## config.mk

```make
export PLATFORM = sky130hd
export DESIGN_NAME = window_outlier_detector
export DESIGN_NICKNAME = d
export VERILOG_FILES = /design/src/rtl/window_outlier_detector.sv
export SDC_FILE = /design/constraint.sdc
export NUM_CORES = 1
export LEC_CHECK = 0
export CAP_MARGIN = 15
export CORE_MARGIN = 2
export CORE_UTILIZATION = 33
export DETAILED_ROUTE_END_ITERATION = 10
export PLACE_DENSITY = 0.59
export SYNTH_ARGS = -nofsm -noshare
export SYNTH_HDL_FRONTEND = slang
export SYNTH_SLANG_ARGS = --single-unit
export TNS_END_PERCENT = 1
```

## constraint.sdc

```tcl
create_clock -name clk -period 7.85 [get_ports clk]
set_input_delay 1.1775 -clock clk [delete_from_list [all_inputs] [get_ports clk]]
set_output_delay 1.1775 -clock clk [all_outputs]
set_load 0.02 [all_outputs]
```

## src/rtl/window_outlier_detector.sv

```systemverilog
// Sliding-window outlier detector for a Q16.16 sample stream.
// A sample is an outlier when its distance from the window mean exceeds THRESH; outliers are never stored.
module window_outlier_detector #(
    parameter int          DEPTH_LOG2 = 3,
    parameter logic [31:0] THRESH     = 32'h0002_0000
) (
    input  logic        clk,
    input  logic        reset,
    input  logic [31:0] x_in,
    input  logic        in_valid,
    output logic        busy,
    output logic        out_valid,
    output logic        outlier,
    output logic [31:0] dev,
    output logic [31:0] mean,
    output logic        window_full,
    output logic        overrun
);

    localparam int                N     = 1 << DEPTH_LOG2;
    localparam int                SW    = 32 + DEPTH_LOG2;
    localparam logic [DEPTH_LOG2:0] N_CNT = (DEPTH_LOG2 + 1)'(N);

    typedef enum logic [1:0] {IDLE, DIFF, UPDATE, DONE} state_t;

    state_t                  state;
    state_t                  next_state;
    logic [31:0]             xr;
    logic [31:0]             dev_r;
    logic                    is_out;
    logic [DEPTH_LOG2-1:0]   wptr;
    logic [DEPTH_LOG2:0]     count;
    logic signed [SW-1:0]    sum;
    logic [31:0]             buf_mem [N];

    logic                    full;
    logic [31:0]             mean_cur;
    logic signed [32:0]      diff;
    logic [32:0]             abs_d;
    logic [31:0]             dev_sat;
    logic signed [SW-1:0]    xr_ext;
    logic signed [SW-1:0]    old_ext;

    assign full     = (count == N_CNT);
    assign busy     = (state != IDLE);
    // Taking SW-bit sum bits [DEPTH_LOG2 +: 32] is the floor shift by DEPTH_LOG2, truncated to 32 bits.
    assign mean_cur = sum[DEPTH_LOG2 +: 32];
    assign diff     = $signed({xr[31], xr}) - $signed({mean_cur[31], mean_cur});
    assign abs_d    = diff[32] ? 33'(-diff) : 33'(diff);
    assign dev_sat  = (abs_d > 33'h0_7FFF_FFFF) ? 32'h7FFF_FFFF : abs_d[31:0];
    assign xr_ext   = SW'($signed(xr));
    assign old_ext  = SW'($signed(buf_mem[wptr]));

    always_ff @(posedge clk or negedge reset) begin
        if (!reset) state <= IDLE;
        else        state <= next_state;
    end

    always_comb begin
        next_state = state;
        case (state)
            IDLE:    if (in_valid) next_state = DIFF;
            DIFF:    next_state = UPDATE;
            UPDATE:  next_state = DONE;
            DONE:    next_state = IDLE;
            default: next_state = IDLE;
        endcase
    end

    always_ff @(posedge clk or negedge reset) begin
        if (!reset) begin
            xr          <= '0;
            dev_r       <= '0;
            is_out      <= 1'b0;
            wptr        <= '0;
            count       <= '0;
            sum         <= '0;
            out_valid   <= 1'b0;
            outlier     <= 1'b0;
            dev         <= '0;
            mean        <= '0;
            window_full <= 1'b0;
            overrun     <= 1'b0;
        end else begin
            out_valid <= 1'b0;
            if (in_valid && state != IDLE) overrun <= 1'b1;
            case (state)
                IDLE: begin
                    if (in_valid) xr <= x_in;
                end
                DIFF: begin
                    dev_r  <= dev_sat;
                    is_out <= full && (dev_sat > THRESH);
                end
                UPDATE: begin
                    if (!is_out) begin
                        if (full) begin
                            sum <= sum - old_ext + xr_ext;
                        end else begin
                            sum   <= sum + xr_ext;
                            count <= count + 1'b1;
                        end
                        wptr <= wptr + 1'b1;
                    end
                end
                DONE: begin
                    outlier     <= is_out;
                    dev         <= dev_r;
                    mean        <= mean_cur;
                    window_full <= full;
                    out_valid   <= 1'b1;
                end
                default: ;
            endcase
        end
    end

    // Stale buffer entries are harmless: count masks them until they are overwritten.
    always_ff @(posedge clk) begin
        if (state == UPDATE && !is_out) buf_mem[wptr] <= xr;
    end

endmodule

```

==> results of run 1 <==
-- flip-flops by register name, indices dropped and copies added (netlist names) --
register,flops
window_full,1
out_valid,1
state,2
overrun,1
outlier,1
dev_r,32
wptr,3
xr,32
is_out,1
sum,35
mean,32
dev,32
count,4
buf_mem,256
-- per-layer routing --
layer / vias to the layer above / wire [um]
li1: 7551 / -
met1: 8156 / 27390
met2: 416 / 28640
met3: 70 / 3034
met4: 2 / 1291
met5: - / 11
-- synth_stat cells (5+ instances only) --
cell       count  share of area [%]
edfxtp_1     256                 32
dfrtp_1      177                 18
inv_1        169                2.6
mux2_2       133                6.2
nor2_1       115                1.8
ha_1         110                5.7
a21oi_1      101                2.1
nand2_1       91                1.4
o21ai_0       79                1.6
mux4_2        64                6.0
xnor2_1       63                2.3
clkbuf_1      61               0.95
xor2_1        43                1.6
a21o_1        38                1.2
nor3_1        38               0.79
fa_1          36                3.0
nand3_1       31               0.64
nand2b_1      26               0.67
a211oi_1      25               0.78
o211ai_1      20               0.62
nor2b_1       19               0.49
o21a_1        19               0.59
a21oi_2       18               0.65
a31oi_1       18               0.47
or3_1         16               0.41
and3_1        14               0.36
o31ai_1       13               0.40
nand4_1       11               0.28
or2_2         10               0.26
buf_1          9               0.14
o21bai_1       9               0.28
and4_1         8               0.29
nor4_1         8               0.21
a21boi_0       7               0.22
and2_1         7               0.18
o2111ai_1      6               0.22
o22a_1         6               0.22
o22ai_1        6               0.16
a211o_1        5               0.18
-- layout make-up --
cell class,count,area [sq um],share of cell area [%]
multi-input cells,1306,11170,40.30
clock buffers,63,1254,4.523
well taps,959,1200,4.329
diodes,1,2.502,0.009028
repair buffers,125,1200,4.329
clock inverters,19,136.4,0.4920
inverters,169,634.4,2.289
flip-flops and latches,433,12120,43.73
-- cells by family (layout without fill, tap and decap cells) --
logic type      after synthesis  after routing
compound gates              436            436
flops                       433            433
simple gates                417            417
buf+inv                     248            376
mux                         201            201
fa+ha+maj                   146            146
xor+xnor                    106            106
other cells                   0              1
-- layout by cell type, fill, tap and decap left out, drive strengths merged, types with 22 or more instances in the layout --
master         instances
a211oi                27
a21o                  38
a21oi                121
buf                   22
clkbuf                64
clkdlybuf4s50        102
dfrtp                177
edfxtp               256
fa                    36
ha                   110
inv                  173
mux2                 133
mux4                  64
nand2                 92
nand2b                26
nand3                 31
nor2                 116
nor3                  38
o21ai                 80
xnor2                 63
xor2                  43
-- how the worst max path moves through the flow --
| stage | slack [ns] | endpoint | cells past startpoint |
|---|---|---|---|
| 2_1_floorplan | 2.38 | sum[33] | 19 |
| 3_3_place_gp | 1.82 | sum[33] | 19 |
| 3_5_place_dp | 1.73 | sum[33] | 19 |
| 4_1_cts | 1.69 | sum[33] | 19 |
| 5_1_grt | 1.30 | sum[33] | 19 |
| 6_report | 1.67 | sum[33] | 19 |
-- worst max-delay path, stage by stage, from the launching register on --
cell and delay, ns:
dfrtp_2 1.03, buf_4 0.57, mux4_2 0.37, mux2_2 0.30, fa_1 0.48, inv_1 0.04
ha_1 0.34, a21o_1 0.21, a21o_1 0.18, a21o_1 0.18, a21oi_1 0.15, o21ai_0 0.09
a31o_2 0.24, a41oi_1 0.52, o31ai_1 0.25, o41a_1 0.40, nand4_1 0.11, o21ai_0 0.08
o311ai_0 0.30, o221ai_1 0.14
-- per-stage QoR --
| stage | utilization [%] | cell area [sq um] | hold slack, ns | cells | setup slack [ns] |
|---|---|---|---|---|---|
| 3_3_place_gp | 36.14 | 26330 | 0.4400 | 2992 | 1.820 |
| 4_1_cts | 38.05 | 27720 | 0.4648 | 3074 | 1.690 |
| 3_5_place_dp | 36.14 | 26330 | 0.4521 | 2992 | 1.725 |
| 2_1_floorplan | - | 24200 | 0.4454 | 1987 | 2.378 |
| 5_1_grt | 38.05 | 27720 | 0.4961 | 3074 | 1.305 |
| 6_report | 38.06 | 27720 | 0.4628 | 3075 | 1.666 |
==> metrics.txt, run 1 <==
WL/cell=19.63 um; DPL Wire Length=42,390 um; Synth Area in Simple Gates=8.681%; asr flop ratio synth=between 40% and 50%; final hold violations=0; clk sink count=between 400 and 500; worst reg2reg path startpoint=wptr[2]; Layout fillers=roughly 6,900; Fmax achieved=about 0.16 GHz; die height=274.8 um; sequential cell area fraction in the yosys report=50.07%; Post-Synth Adder-Cell Area=between 8 and 9%; post-route minimum period=just over 6 ns; worst setup path category=reg2reg; WP data arrival=roughly 6.6 ns; Synth Instances=around 2,000; busiest grt layer=met2; routability cong.=roughly 0.90; syn_area_per_cell=12.18 sq um; Post-synth EDFFs=256; Hold Crit Class=reg2reg; Clock Tree Root=clkbuf_16; RSZ-0062 raised after global routing=no; CTS Buf Count=45; max-slew violations=0; CTS resizes=0; 1st-pass router iterations=5; Detailed Route WL=roughly 60,000 um; Area growth, synth to finish=14.54%; clk_lat worst skew=0.59 ns; Max-Cap Viols=0; Hold Crit Depth=1; Synth Area in Compound Gates=around an eighth; share of layout cells above drive strength 1=between 10% and 20%; CTS Hold Buffers Added=0; Setup TNS Final=0 ns; setup bufs post-CTS=0; Post-Synth XOR/XNOR Area=between 3 and 4%; CTS tree=built; global-route wire length before repair=94,460 um; mux contribution to synthesized area=around an eighth; Most used DFF post-synth=edfxtp_1; Hold Crit Start=overrun; Die ar.=around 76,000 sq um; Reg2Reg Setup Slack=1.67 ns; # IOs=104; nets@finish=~2,300; Row Count=99; 1st-iter DRT viols=around 1,200; Crit. End Element=flip-flop; Worst-path clk slew=approximately 0.06 ns; hold endpoint=overrun; Final setup viols=0; Tightest Pin Transition=1.036 ns; Core ar.=roughly 73,000 sq um; clock buffer depth=3; r2r worst-path depth=19; total track usage=15.96%; Worst Path Required=8.29 ns; routed vias/inst=about 5.3; Port Buffer Count=103; initial antenna violation count=5; # DRC=0; Synth Register Bits=approximately 430; met2 Track Usage GR=a little over a quarter; Initial Util=between 30% and 40%; largest net degree at the start of global routing=72; met1 Track Usage GR=22.03%; H-tree level count=2; Mapped Nets=2,168; crit path from=wptr[2]; vias in the first global route=16,430; Syn. warnings=0; Crit Path Max Fanout=39; Remaining Overflow, GRT=0; run status=finished clean; Rel. slew slack=between 30% and 40%; synthesized area=24,200 sq um; largest family of logic cells by synthesized area=compound AO/OA/AOI/OAI gates; CP startpoint kind=flip-flop; vias post-DR=between 15,000 and 20,000; met3 Use GR=2.095%; Cell variety after synth=slightly above 90; clock skew=between 0.015 and 0.02 ns; Die Wd=between 200 and 300 um; number of routed nets with antenna violations=0; fin crit share=78.77%; Reg-to-Reg End=sum[33]
Power of run 1 is left out: the tool's default activity adds up to more than one toggle a clock period on the data nets, which glitch-free logic cannot reach.
==> run 2: changes to the inputs <==
--- a/config.mk
+++ b/config.mk
@@ -9,7 +9,7 @@
 export CORE_MARGIN = 2
 export CORE_UTILIZATION = 33
 export DETAILED_ROUTE_END_ITERATION = 10
-export PLACE_DENSITY = 0.59
+export PLACE_DENSITY = 0.6
 export SYNTH_ARGS = -nofsm -noshare
 export SYNTH_HDL_FRONTEND = slang
 export SYNTH_SLANG_ARGS = --single-unit
==> constraint.sdc (replaced) <==
create_clock -name clk -period 5.3 [get_ports clk]
set_input_delay 0.795 -clock clk [delete_from_list [all_inputs] [get_ports clk]]
set_output_delay 0.795 -clock clk [all_outputs]
set_load 0.02 [all_outputs]
==> run 2 against run 1 <==
Compared with the run above:
- clock skew grew 0.0033 ns
- utilization grew 1.1 points
- design area grew 2.9%
- wire length grew 5.3%
- cell count grew 1.8%
- first-iteration DRC count grew 11%
- setup slack lost 1.4 ns
- critical endpoint is now sum[34]
==> metrics.txt, run 2 (synthesis gave the netlist of run 1 again) <==
clk_lat worst skew=0.60 ns (about the same); WL/cell=20.31 um (+3.5%); Crit. End Element=flip-flop; CTS Buf Count=46 (+2.2%); largest net degree at the start of global routing=105 (+46%); CP max stage delay=0.50 ns (-0.53 ns); vias in the first global route=16,470 (+0.20%); Remaining Overflow, GRT=0 (unchanged); Setup TNS Final=0 ns (unchanged); # DRC=0 (unchanged); post-route minimum period=5.040 ns (-1.143 ns); Hold Crit Class=in2async; Largest Register=buf_mem; Die Wd=274.8 um (unchanged); clock buffer depth=3 (unchanged); Area growth, synth to finish=17.83%; worst setup path category=reg2reg; nets@finish=2,317 (+2.5%); Worst Path Required=5.78 ns (-2.51 ns); Layout fillers=6,877 (-0.91%); Regs by FF count=buf_mem: 256 flops, sum: 35 flops; Clock Tree Root=clkbuf_16; total track usage=16.81% (+0.84 points); worst-path cell chain=buf_12, buf_4, mux4_2, mux2_2, fa_1, inv_1, ha_1, inv_1, nor3_1, a21oi_1, o21ai_0, o2111ai_1, a21boi_0, buf_4, a311o_1, nand3_1, a31oi_1, nor2_1, xnor2_1, a21oi_1, a22o_1; # IOs=104 (unchanged); 1st-pass router iterations=5 (unchanged); Row Count=99 (unchanged); DPL Wire Length=45,510 um (+7.4%); Core ar.=72,830 sq um (unchanged); Rel. slew slack=21.35% (-9.6 points); CP startpoint kind=flip-flop; Crit Path Max Fanout=16 (-59%); die height=274.8 um (unchanged); slowest stage cell, crit path=fa_1; H-tree level count=2 (unchanged); Die ar.=75,510 sq um (unchanged); commonest cells after routing, fill and taps aside=edfxtp_1 (256), dfrtp_1 (175), inv_1 (169); fin crit share=95.10% (+16 points); multi-input logic area=11,240 sq um (+0.59%); clock skew=0.02193 ns (+0.003344 ns); Initial Util=33.22% (unchanged); vias post-DR=16,540 (+2.1%); FF/Latch Area=12,120 sq um (unchanged); clk sink count=433 (unchanged); CTS tree=built; routability cong.=0.9324 (+3.4%); Tightest Pin Transition=1.180 ns (+0.1438 ns); Final setup viols=0 (unchanged); Max-Cap Viols=0 (unchanged); run status=finished clean; max-slew violations=0 (unchanged); Port Buffer Count=103 (unchanged); # diodes=0 (-1); share of layout cells above drive strength 1=19.75% (+3.0 points); final hold violations=0 (unchanged); RSZ-0062 raised after global routing=no; number of flip-flops in the largest register=256 (unchanged); Worst-path clk slew=0.06 ns (about the same); 1st-iter DRT viols=1,282 (+11%); Fmax achieved=0.1984 GHz (+23%); initial antenna violation count=0 (-5); Detailed Route WL=63,600 um (+5.3%); routed vias/inst=5.283 (+0.30%); number of routed nets with antenna violations=0 (unchanged); commonest non-fill, non-tap cell in the layout=edfxtp_1; global-route wire length before repair=98,270 um (+4.0%); WP data arrival=5.52 ns (-1.10 ns)
[run 2: cell types whose count changed in the layout (fill, tap and decap cells not counted), moves of 3 or more]
cell and delta:
bufinv_16 +4, buf_12 +7, clkbuf_1 -9, buf_4 +46
clkbuf_8 +3
[run 2: cell type report]
class	instances	share of cell area, %
sequential	433	42.51
multi-input combinational	1306	39.41
timing repair buffer	180	6.003
clock buffer	59	4.599
tap	959	4.208
inverter	169	2.225
clock inverter	25	1.049
[run 2: worst paths after layout]
check	slack (ns)	depth (start not counted)	to	startpoint
setup / recovery	0.26	21	sum[34]	wptr[0]
min in group clk	0.46	1	overrun	overrun
max in group asynchronous	3.82	2	sum[0]	reset
hold / removal	0.35	1	dev[6]	reset
hold reg to reg	0.46	1	overrun	overrun
setup reg to reg	0.26	21	sum[34]	wptr[0]
[run 2: what timing repair did]
action | in CTS | in global routing
resized for setup | 0 | 16
setup buffers | 0 | 4
endpoints found under the setup margin | 0 | 32
hold buffers | 0 | 0
[run 2: layer usage]
metal	vias up	track usage (%)	part of all wire (%)
met5	-	0	0
met4	0	4.154	2.1
met3	84	2.200	5.5
met2	478	27.71	48
met1	8307	23.47	45
li1	7671	-	-
[run 2: metrics by stage]
stage	setup slack [ns]	instance area (sq um)	hold slack (ns)	instances	utilization (%)
floorplan	0.1482	24200	0.4454	1987	-
global placement	0.1007	26800	0.4418	3043	36.79
detailed placement	0.04231	26800	0.4475	3043	36.79
CTS	0.01800	28410	0.3669	3127	39.00
global route	0.01831	28510	0.4106	3131	39.15
finish	0.2598	28510	0.3470	3131	39.15
[run 2: worst max-delay path: cells and delay by family, from the launching register on]
family / cells / cell delay (ns)
adders and majority gates: 2 / 0.85
xor gates and xnor gates: 1 / 0.15
DFF: 1 / 0.47
buffers and inverters: 5 / 0.62
muxes: 2 / 0.81
AOI/OAI and AO/OA: 8 / 1.55
and+or+nand+nor: 3 / 0.48
Power of run 2 is left out for the same reason.
==> RTL change 1: new RTL, flow settings as in run 1 <==
The 4 states of `state_t` get a one-hot encoding in 4 bits.
--- a/src/rtl/window_outlier_detector.sv
+++ b/src/rtl/window_outlier_detector.sv
@@ -21,7 +21,7 @@
     localparam int                SW    = 32 + DEPTH_LOG2;
     localparam logic [DEPTH_LOG2:0] N_CNT = (DEPTH_LOG2 + 1)'(N);
 
-    typedef enum logic [1:0] {IDLE, DIFF, UPDATE, DONE} state_t;
+    typedef enum logic [3:0] {IDLE = 4'b0001, DIFF = 4'b0010, UPDATE = 4'b0100, DONE = 4'b1000} state_t;
 
     state_t                  state;
     state_t                  next_state;
Formal check against the unedited RTL: same outputs for any inputs over 4 cycles, from zero or initial values and one cycle with reset low; so few cycles prove little.
==> RTL change 1 against run 1 <==
  * Clock skew rose by 13 ps
  * Setup slack got worse by 87 ps
  * Sequential share of layout area decreased by 0.22 points
  * Non-clock buffer count grew 3
  * Synthesized area is 0.21% higher
  * Routed wire length rose by 5.4%
  * Design area increased by 0.93%
  * Via count increased by 3.5%
  * Hold slack is essentially flat
  * Utilization grew 0.36 points
  * Count of clock-buffer cells in the layout grew 5
  * Sequential cell count increased by 2
Power is left out: the tool's default activity adds up to more than one toggle a clock period on the data nets, which glitch-free logic cannot reach.
==> RTL change 1: results (changes against run 1) <==
run_status:
  status: "finished clean"
setup_path:
  cp_top_family: "simple AND/OR/NAND/NOR gates"
  worstPathArrival_ps: 6800  # +180 ps
  crit_fanout: 49  # +26%
  slowest_stage: "dfrtp_4"
placed_design:
  place.gp.congestion: 0.9217  # +2.3%
  preCtsSetupSlack_ps: 1661  # -64.18 ps
  dp_hpwl_mm: 44.08  # +4.0%
  placed_area_um2: 26410  # +0.30%
  dp.cells: 3040  # +1.6%
global_routing:
  grt_pass1_vias: 16890  # +2.8%
  grt_pass1_wl_mm: 97.89  # +3.6%
  grt_use_total_pct: 16.82  # +0.85 points
  grt_max_degree: 88  # +22%
sta:
  finClkSkew_ps: 31.59  # +13.01 ps
  slew-limit-headroom_pct: 29.22  # -1.7 points
synthesis:
  ys_seq_area_share_pct: 50.18  # +0.11 points
  syn_nets: 2210  # +1.9%
  synthArstFlopShare_pct: 41.15  # +0.27 points
  synth.distinct_cells: 105  # +14%
  synth_top_cells_by_count: "256 x edfxtp_1, 178 x dfrtp_1, 165 x inv_1"
  synth_area_leaders: "edfxtp_1 32%, dfrtp_1 18%, mux4_2 5.9%"
layout:
  diodes: 0  # -1
  fillerInstances: 6981  # +0.59%
  layout-drive-gt1-share_pct: 14.88  # -1.9 points
  nNetsFinal: 2309  # +2.1%
route:
  drt_wl_total_mm: 63.60  # +5.4%
  routedWlPerCell_um: 20.33  # +3.5%
  drt-pass1-iter-count: 6  # +1
  viasPerCell: 5.357  # +1.7%
  drtIter0Drc: 1317  # +14%
clock_tree:
  root_buffer: "clkbuf_16"
  cts_inserted_buffers: 48  # +6.7%
  clkLatencyLatePin_ps: 610  # +20 ps
  ctsResizeCount: 0  # unchanged
RTL change 1: changes by cell type in the layout (fill, tap and decap cells not counted), sizes merged, moves of 16 or more:
cell / before / now
nand2: 92 / 129
a31oi: 18 / 41
mux2: 133 / 98
xnor2: 63 / 79
o21ai: 80 / 108
RTL change 1: layout make-up:
class	instances	area share (%)
sequential	435	43.52
multi-input combinational	1354	40.02
clock inverter	20	0.7871
tap	959	4.289
timing repair buffer	128	4.396
inverter	165	2.218
clock buffer	68	4.776
RTL change 1: metal layers:
| metal | share of wire, % | vias up | global-route usage, % |
|---|---|---|---|
| met1 | 43 | 8453 | 22.46 |
| met4 | 2.6 | 0 | 5.007 |
| li1 | - | 7751 | - |
| met5 | 0 | - | 0 |
| met3 | 5.4 | 95 | 2.147 |
| met2 | 49 | 463 | 28.55 |
RTL change 1: path summary, 6_finish.rpt:
path | from | to | slack, ps | cells past startpoint
worst max register to register | wptr[0] | sum[34] | 1580 | 17
worst min-delay path | overrun | overrun | 460 | 1
min in group asynchronous | reset | dev[3] | 650 | 1
worst min register to register | overrun | overrun | 460 | 1
worst max-delay path | wptr[0] | sum[34] | 1580 | 17
max in group asynchronous | reset | mean[16] | 5890 | 2
RTL change 1: worst reg2reg max path, delay by kind of cell (launching register included):
kind / cells / cell delay [ps]
simple gates: 5 / 1710
buf+inv: 1 / 40
fa+ha+maj: 2 / 850
compound gates: 7 / 1580
flops: 1 / 1100
mux: 2 / 940
RTL change 1: kinds of logic after synthesis:
| logic type | count (synthesis) | share of synthesized area (%) |
|---|---|---|
| compound gates | 473 | 12.97 |
| simple gates | 457 | 9.556 |
| flops | 435 | 50.18 |
| buf+inv | 244 | 3.896 |
| mux | 169 | 10.78 |
| fa+ha+maj | 142 | 8.441 |
| xor+xnor | 113 | 4.174 |
==> RTL change 2: new RTL, settings of run 1 <==
Without the edit above. Set the parameter `DEPTH_LOG2` to 4 (it was 3).
--- a/src/rtl/window_outlier_detector.sv
+++ b/src/rtl/window_outlier_detector.sv
@@ -1,7 +1,7 @@
 // Sliding-window outlier detector for a Q16.16 sample stream.
 // A sample is an outlier when its distance from the window mean exceeds THRESH; outliers are never stored.
 module window_outlier_detector #(
-    parameter int          DEPTH_LOG2 = 3,
+    parameter int          DEPTH_LOG2 = 4,
     parameter logic [31:0] THRESH     = 32'h0002_0000
 ) (
     input  logic        clk,
Function: changed (a bounded check fails within 10 cycles, from zero or initial values and one cycle with reset low).
==> RTL change 2 against run 1 <==
  * Non-clock buffer count up 27
  * Via count is 29% higher
  * Global-route usage increased by 0.36 points
  * Utilization increased by 0.12 points
  * Hold slack improved by 15 ps
  * Setup slack worse by 290 ps
  * Routed wire length up 45%
  * Design area is 42% higher
  * Sequential cell count rose by 259
  * Synthesized area grew 42%
Power is not shown: default switching activity piles up to over one toggle a cycle in this logic, so the estimate is an artifact.
==> RTL change 2: results (changes against run 1) <==
clock_tree:
  cts_inserted_buffers: 73  # +62%
  cts-htree-levels: 3  # +1
  ctsResizeCount: 0  # unchanged
  clkLatencyLatePin_ps: 650  # +60 ps
  root_buffer: "clkbuf_16"
  clk_pin_slew_ps: 60  # about the same
  cts.path.max_buffers: 3  # unchanged
global_routing:
  grt_pass1_wl_mm: 133.0  # +41%
  grt_use_total_pct: 16.33  # +0.36 points
  grt_max_degree: 75  # +4.2%
  gr-total-overflow: 0  # unchanged
  antenna_found_initial: 6  # +1
  grt_pass1_vias: 21480  # +31%
layout:
  finalNonFillerCells: 3968  # +29%
  nNetsFinal: 2719  # +20%
  diodes: 0  # -1
  reg.largest.list: "buf_mem x512, sum x36"
  layout-drive-gt1-share_pct: 18.51  # +1.8 points
  seqCellArea_um2: 19890  # +64%
  fillerInstances: 9547  # +38%
placed_design:
  dp.cells: 3837  # +28%
  placed_area_um2: 37110  # +41%
  dp_hpwl_mm: 58.05  # +37%
  place.gp.congestion: 0.8975  # -0.43%
sta:
  finClkSkew_ps: 46.10  # +27.52 ps
  worst-slew-pin-transition_ps: 1079  # +43.00 ps
synthesis:
  ys_seq_area_share_pct: 58.06  # +8.0 points
  synth_top_cells_by_count: "512 x edfxtp_1, 180 x dfrtp_1, 180 x inv_1"
  yosysWarnings: 0  # unchanged
  synthArstFlopShare_pct: 26.01  # -15 points
  syn_nets: 2596  # +20%
  syn_area_per_cell_um2: 14.21  # +17%
  synth.distinct_cells: 90  # -2.2%
  ys.flop_type: "edfxtp_1"
  synth_edf_count: 512  # +100%
  synth_area_leaders: "edfxtp_1 45%, dfrtp_1 13%, mux4_2 11%"
setup_path:
  critPathKind: "flip-flop to flip-flop"
  ff2ff_path_depth: 17  # -2
  crit_fanout: 50  # +28%
  worstPathArrival_ps: 7040  # +420 ps
  r2r-start: "wptr[0]"
worst_hold_path:
  min-delay-start: "overrun"
  whs_path_depth: 1  # unchanged
route:
  drt-pass1-iter-count: 7  # +2
  drc: 0  # unchanged
  drt_wl_total_mm: 87.28  # +45%
  viasPerCell: 5.258  # -0.17%
  drtIter0Drc: 1734  # +50%
run_status:
  status: "finished clean"
[RTL change 2: cell types whose count changed after synthesis, moves of 9 or more]
cell,delta
nor2_1,+9
nand2_1,+9
a31oi_1,+22
buf_1,+9
a21o_1,+23
edfxtp_1,+256
a21oi_2,-18
and3_1,+9
clkbuf_1,+12
inv_1,+11
mux2_2,-32
mux4_2,+96
[RTL change 2: routing by layer]
metal / track usage, % / vias to the layer above / routed length (um)
li1: - / 9451 / -
met1: 22.18 / 10720 / 38650
met2: 27.12 / 567 / 41810
met3: 2.698 / 120 / 5060
met4: 4.358 / 4 / 1736
met5: 0 / - / 27
[RTL change 2: critical path, cell delays in order, from the launching register on]
cell	delay (ps)
dfrtp_4	1100
mux4_2	610
mux4_2	530
fa_1	500
inv_1	40
ha_1	310
nor2b_1	150
o21ai_0	210
a21boi_0	170
o311ai_0	760
o22ai_1	320
a21oi_1	270
o21ai_0	220
and4_1	270
o211ai_1	320
a21oi_1	150
o32a_1	340
nand3_1	90
[RTL change 2: area by class of cell]
cell class | count | area share [%]
Clock buffer | 95 | 5.107
Clock inverter | 36 | 0.7051
Inverter | 181 | 1.725
Multi-Input combinational cell | 1432 | 34.04
Sequential cell | 692 | 50.48
Tap cell | 1380 | 4.383
Timing Repair Buffer | 152 | 3.560
[RTL change 2: logic make-up after synthesis]
group	after synthesis	synth area share, %
and+or+nand+nor	451	6.592
muxes	266	13.99
AOI/OAI and AO/OA	459	9.080
buffers and inverters	285	3.234
DFF	692	58.06
adders and majority gates	152	6.365
xor gates and xnor gates	104	2.682
[RTL change 2: path summary, 6_finish.rpt]
check                      endpoint  slack, ps
hold reg to reg             overrun        480
setup reg to reg            sum[32]       1380
setup / recovery            sum[32]       1380
hold / removal              overrun        480
min in group asynchronous    xr[12]        600
max in group asynchronous   wptr[0]       5810
